**src/rtl/hex_display_scanner_pkg.sv**
```systemverilog
// Shared constants for the seven-segment scanner: segment table, encoder helper
// and an elaboration-time parameter legality check.
`ifndef HEX_DISPLAY_SCANNER_PKG_SV
`define HEX_DISPLAY_SCANNER_PKG_SV

`define HDS_PARAM_CHECK(label, cond, msg) \
    if (!(cond)) begin : label \
        $error(msg); \
    end

package hex_display_scanner_pkg;

    localparam logic [7:0] SEG_OFF = 8'hFF;

    // Active-low {dp, g..a} patterns with the decimal point off.
    localparam logic [7:0] SEG_HEX [16] = '{
        8'hC0, 8'hF9, 8'hA4, 8'hB0, 8'h99, 8'h92, 8'h82, 8'hF8,
        8'h80, 8'h90, 8'h88, 8'h83, 8'hC6, 8'hA1, 8'h86, 8'h8E
    };

    function automatic logic [7:0] seg_hex(input logic [3:0] nibble);
        return SEG_HEX[nibble];
    endfunction

endpackage

`endif

```
**src/rtl/hex_display_scanner_seg7_hex_encode.sv**
```systemverilog
// Combinational hex-to-segment encoder: nibble plus decimal point to an
// active-low {dp, g..a} byte.
module seg7_hex_encode
    import hex_display_scanner_pkg::*;
(
    input  logic [3:0] nibble_i,
    input  logic       dp_i,
    output logic [7:0] seg_o
);

    // Table bytes carry dp=1 (off); clearing bit 7 lights the point.
    assign seg_o = seg_hex(nibble_i) & {~dp_i, 7'h7F};

endmodule

```
**src/rtl/hex_display_scanner.sv**
```systemverilog
// Time-multiplexed common-anode seven-segment driver with shadow register,
// per-slot blanking window and optional leading-zero suppression.
module hex_display_scanner
    import hex_display_scanner_pkg::*;
#(
    parameter int NUM_DIGITS     = 4,
    parameter int SCAN_DIV       = 50000,
    parameter int BLANK_CYCLES   = 500,
    parameter bit DIG_ACTIVE_LOW = 1'b1,
    localparam int IDX_W         = (NUM_DIGITS > 1) ? $clog2(NUM_DIGITS) : 1
) (
    input  logic                    clk,
    input  logic                    reset,
    input  logic                    enable,
    input  logic                    load,
    input  logic [4*NUM_DIGITS-1:0] value_in,
    input  logic [NUM_DIGITS-1:0]   dp_in,
    input  logic                    blank_lz,
    output logic [7:0]              seg,
    output logic [NUM_DIGITS-1:0]   digit_sel,
    output logic [IDX_W-1:0]        scan_idx
);

    localparam int CNT_W = $clog2(SCAN_DIV);
    localparam logic [CNT_W-1:0] DIV_LAST  = CNT_W'(SCAN_DIV - 1);
    localparam logic [CNT_W-1:0] BLANK_END = CNT_W'(BLANK_CYCLES);
    localparam logic [IDX_W-1:0] IDX_LAST  = IDX_W'(NUM_DIGITS - 1);
    localparam logic [NUM_DIGITS-1:0] DIG_POL = DIG_ACTIVE_LOW ? {NUM_DIGITS{1'b1}} : '0;

    `HDS_PARAM_CHECK(chk_num_digits, (NUM_DIGITS >= 1 && NUM_DIGITS <= 8), "NUM_DIGITS must be 1..8")
    `HDS_PARAM_CHECK(chk_scan_div, (SCAN_DIV >= 2), "SCAN_DIV must be >= 2")
    `HDS_PARAM_CHECK(chk_blank, (BLANK_CYCLES >= 0 && BLANK_CYCLES < SCAN_DIV), "BLANK_CYCLES must be 0..SCAN_DIV-1")

    logic [4*NUM_DIGITS-1:0] shadow_val_q, shadow_val_d;
    logic [NUM_DIGITS-1:0]   shadow_dp_q, shadow_dp_d;
    logic [CNT_W-1:0]        cnt_q, cnt_d;
    logic [IDX_W-1:0]        scan_idx_q, scan_idx_d;
    logic [7:0]              seg_q, seg_d;
    logic [NUM_DIGITS-1:0]   digit_sel_q, digit_sel_d;

    logic                  lit;
    logic [3:0]            cur_nibble;
    logic                  cur_dp;
    logic                  cur_supp;
    logic [NUM_DIGITS-1:0] supp;
    logic                  zero_run;
    logic [7:0]            enc_seg;

    always_ff @(posedge clk) begin
        if (reset) begin
            shadow_val_q <= '0;
            shadow_dp_q  <= '0;
            cnt_q        <= '0;
            scan_idx_q   <= '0;
            seg_q        <= SEG_OFF;
            digit_sel_q  <= DIG_POL;
        end else begin
            shadow_val_q <= shadow_val_d;
            shadow_dp_q  <= shadow_dp_d;
            cnt_q        <= cnt_d;
            scan_idx_q   <= scan_idx_d;
            seg_q        <= seg_d;
            digit_sel_q  <= digit_sel_d;
        end
    end

    always_comb begin
        shadow_val_d = shadow_val_q;
        shadow_dp_d  = shadow_dp_q;
        if (load) begin
            shadow_val_d = value_in;
            shadow_dp_d  = dp_in;
        end
    end

    always_comb begin
        cnt_d      = cnt_q;
        scan_idx_d = scan_idx_q;
        if (enable) begin
            if (cnt_q == DIV_LAST) begin
                cnt_d      = '0;
                scan_idx_d = (scan_idx_q == IDX_LAST) ? '0 : scan_idx_q + 1'b1;
            end else begin
                cnt_d = cnt_q + 1'b1;
            end
        end
    end

    // A digit is suppressed when it and every digit above it are zero.
    always_comb begin
        supp     = '0;
        zero_run = 1'b1;
        for (int i = NUM_DIGITS - 1; i >= 0; i--) begin
            zero_run = zero_run & (shadow_val_q[4*i +: 4] == 4'h0);
            supp[i]  = blank_lz & zero_run & (i != 0);
        end
    end

    always_comb begin
        cur_nibble = 4'h0;
        cur_dp     = 1'b0;
        cur_supp   = 1'b0;
        for (int i = 0; i < NUM_DIGITS; i++) begin
            if (scan_idx_q == IDX_W'(i)) begin
                cur_nibble = shadow_val_q[4*i +: 4];
                cur_dp     = shadow_dp_q[i];
                cur_supp   = supp[i];
            end
        end
    end

    seg7_hex_encode u_encode (
        .nibble_i (cur_nibble),
        .dp_i     (cur_dp),
        .seg_o    (enc_seg)
    );

    always_comb begin
        lit         = enable && (cnt_q >= BLANK_END);
        digit_sel_d = DIG_POL;
        seg_d       = SEG_OFF;
        if (lit) begin
            digit_sel_d = (NUM_DIGITS'(1) << scan_idx_q) ^ DIG_POL;
            if (!cur_supp) begin
                seg_d = enc_seg;
            end
        end
    end

    assign seg       = seg_q;
    assign digit_sel = digit_sel_q;
    assign scan_idx  = scan_idx_q;

endmodule

```
**config.mk**
```make
export PLATFORM = sky130hd
export DESIGN_NAME = hex_display_scanner
export DESIGN_NICKNAME = d
export VERILOG_FILES = /design/src/rtl/hex_display_scanner_pkg.sv /design/src/rtl/hex_display_scanner_seg7_hex_encode.sv /design/src/rtl/hex_display_scanner.sv
export SDC_FILE = /design/constraint.sdc
export NUM_CORES = 1
export LEC_CHECK = 0
export ABC_AREA = 1
export CORE_MARGIN = 1
export CORE_UTILIZATION = 30
export DETAILED_ROUTE_END_ITERATION = 12
export PLACE_DENSITY = 0.55
export SETUP_SLACK_MARGIN = 0.02
export SLEW_MARGIN = 10
export SYNTH_ARGS = -nofsm -noshare
export SYNTH_HDL_FRONTEND = slang
export SYNTH_HIERARCHICAL = 1
export SYNTH_SLANG_ARGS = --single-unit
```
**constraint.sdc**
```tcl
create_clock -name clk -period 3 [get_ports clk]
set_input_delay 0.3 -clock clk [delete_from_list [all_inputs] [get_ports clk]]
set_output_delay 0.3 -clock clk [all_outputs]
set_load 0.02 [all_outputs]
```
==> run summary <==
Status: finished, violations left
Failing checks: DRC
Worst EP arrival: 2.64 ns
Pwr/cell area: 450 nW/um^2
Worst skew pair latency: 0.31 ns
Total Routing Usage GR: 0.140
Final Setup Violations: 0
Max cap viols: 0
CP peak stage delay: 0.43 ns
Kind of end point of the critical path: flip-flop
Nature of the critical path startpoint: flip-flop
Dpl ws: 0.549 ns
H-Tree Depth: 2
Via density: 4.54
Crit-path max FO: 7
Area grow syn2layout: 24.3%
TritonCTS clock tree: yes
Fin crit share: 0.820
Initial antenna violation count: 0
Worst Tran Pin Value: 0.649 ns
Hold endpoint: shadow_val_q[15]
Max-slew headroom: 0.567
Post-CTS resize count: 0
Gr ovfl total: 0
Synthesis-stage register bit count: 50
Die Y-Extent: 93.7 um
Synth top area cells: dfxtp_1 40%, nor2_1 12%, nand2_1 10%, ha_1 6.5%, o21ai_0 5.0%
Final Hold Fails: 0
RR Startpoint: scan_idx[0]
DP HPWL: 4.26 mm
Skew final: 0.00952 ns
Post-Syn Nets: 395
Vias in the first global route: 2,117
Core area: 8180 um^2
CP required: 3.18 ns
DRT Pass-1 Iters: 8
Async S/R FF share, synth: 0
Critical Path Most Common Cell: inv_1
DR DRC count: 1
Post-DRT Antenna Nets: 0
Pleak: 1.30 nW
Netlist Area Pre-Place: 2520 um^2
Total CTS buffers: 5
Worst R2R End: seg[3]
Die ar.: 8770 um^2
Hold-fix buffers, CTS: 0
Maximum buffer depth of the clock tree: 2
Worst Path Buf+Inv: 3
Initial Util: 0.308
Antenna Cells: 0
Hold Path Depth: 2
Main synth FF type: dfxtp_1
CP top delay family: adder cells
Syn Area/Cell: 7.06 um^2
Root Buffer Master: clkbuf_8
Post-CTS repair timing setup buffer count: 0
Final Cell Area: 3130 um^2
Row count: 33
Met2 WL: 2.39 mm
Post-route insts no fill: 501
Hold Path Class: reg2reg
Placed cell count: 493
Worst vdd ir: 0.172 mV
Synth warn: 6
Commonest cells in the netlist: 78 x nor2_1, 68 x nand2_1, 50 x dfxtp_1
Via count: 2,275
RSZ-0062 raised after global routing: false
Setup TNS: 0 ns
Met1 WL: 2.95 mm
Hold path startpoint: shadow_val_q[15]
Sequential share of the synthesized area: 0.397
Die W: 93.7 um
Top-count cell post-synth: nor2_1
Sink Count: 50
Tmin final: 2.46 ns
Cells after Synth: 357
Final slew viol count: 0
Critical path class: reg2reg
Total Wirelength: 5.60 mm
Worst path cell trace: inv_1, ha_1, inv_1, o211ai_1, a22oi_1, inv_1, ha_1, nand2_1, nand3_1, nand2_1, nand3b_1
Worst path slowest cell: dfxtp_1
Top cell type's share of synthesized area: 0.397
Metal3 WL: 229 um
EDFF count, synth: 0
Share of cells above drive strength 1: 0.0581
Yosys top cell by area: dfxtp_1
Largest net degree at the start of global routing: 29
Io pins: 39
Max Fclk: 407 MHz
R2r setup slk: 0.54 ns
Synth unique cells: 31
Port Buffers: 38
First-pass GRT wire length: 9.74 mm
R2r worst-path depth: 11
Uppermost layer routed: met4
Final hold slack: 0.492 ns
DR iter-0 viols: 68
DP Area: 3000 um^2
GPL Wtd Cong: 0.876
Avg WL per Cell: 11.2 um
Final worst slack: 0.541 ns
Nets: 433
CTS clk-pin slew, worst paths: 0.09 ns
[power by group]
| part | switching [W] | leakage, nW | total (W) | internal [W] |
|---|---|---|---|---|
| Combinational | 0.0000778 | 0.818 | 0.000148 | 0.0000701 |
| Sequential | 0.0000136 | 0.409 | 0.000699 | 0.000685 |
| Clock | 0.000231 | 0.0683 | 0.000565 | 0.000334 |
[cells in the final DEF (no fill, tap or decap), drive strengths merged, types with 2 or more instances in the layout]
cell type      netlist  routed
nor2                82      82
nand2               71      71
dfxtp               50      50
clkdlybuf4s50        0      38
inv                 32      32
o21ai               25      25
nand3               25      25
a21oi               18      18
ha                  13      13
nand3b               9       9
clkbuf               3       5
nor3                 5       5
a22oi                4       4
o211ai               3       3
xor2                 3       3
buf                  7       3
xnor2                2       2
bufinv               0       2
[cell type report]
class                           count  area, um^2
Clock buffer                        5        68.8
Clock inverter                      3        68.8
Fill cell                         882        5040
Inverter                           32         120
Multi-Input combinational cell    265        1340
Sequential cell                    50        1000
Tap cell                          105         131
Timing Repair Buffer               41         403
[metal layers]
layer | up-vias | global-route usage
li1 | 1224 | -
met1 | 1005 | 0.192
met2 | 42 | 0.217
met3 | 4 | 0.0332
met4 | 0 | 0.0436
met5 | - | 0
[logic make-up after synthesis]
family | after synthesis | share of synthesized area
AOI/OAI and AO/OA | 54 | 0.120
xor gates and xnor gates | 5 | 0.0174
and+or+nand+nor | 193 | 0.330
buffers and inverters | 42 | 0.0710
adders and majority gates | 13 | 0.0645
DFF | 50 | 0.397
[registers in the layout, indices dropped and copies added, names as in the netlist]
name / flops
cnt_q: 16
digit_sel: 4
scan_idx: 2
seg: 8
shadow_dp_q: 4
shadow_val_q: 16
[worst max-delay path by stage]
stage           startpoint     end  depth (start not counted)  slack [ns]
2_1_floorplan  scan_idx[0]  seg[3]                         11        0.71
3_3_place_gp   scan_idx[0]  seg[3]                         11        0.69
3_5_place_dp   scan_idx[0]  seg[3]                         11        0.55
4_1_cts        scan_idx[0]  seg[3]                         11        0.54
5_1_grt        scan_idx[0]  seg[3]                         12        0.23
6_report       scan_idx[0]  seg[3]                         11        0.54
[worst register-to-register path: cells and delay by family, from the launching register on]
kind / cells / cell delay, ns
DFF: 1 / 0.43
adders and majority gates: 2 / 0.62
buffers and inverters: 3 / 0.46
and+or+nand+nor: 4 / 0.31
AOI/OAI and AO/OA: 2 / 0.52
[per-stage QoR]
step | util | total power, W
2_1_floorplan | - | 0.000804
3_3_place_gp | 0.367 | 0.000861
3_5_place_dp | 0.367 | 0.000861
4_1_cts | 0.383 | 0.00143
5_1_grt | 0.383 | 0.00149
6_report | 0.383 | 0.00141
Power figures use the tool's default switching activity.
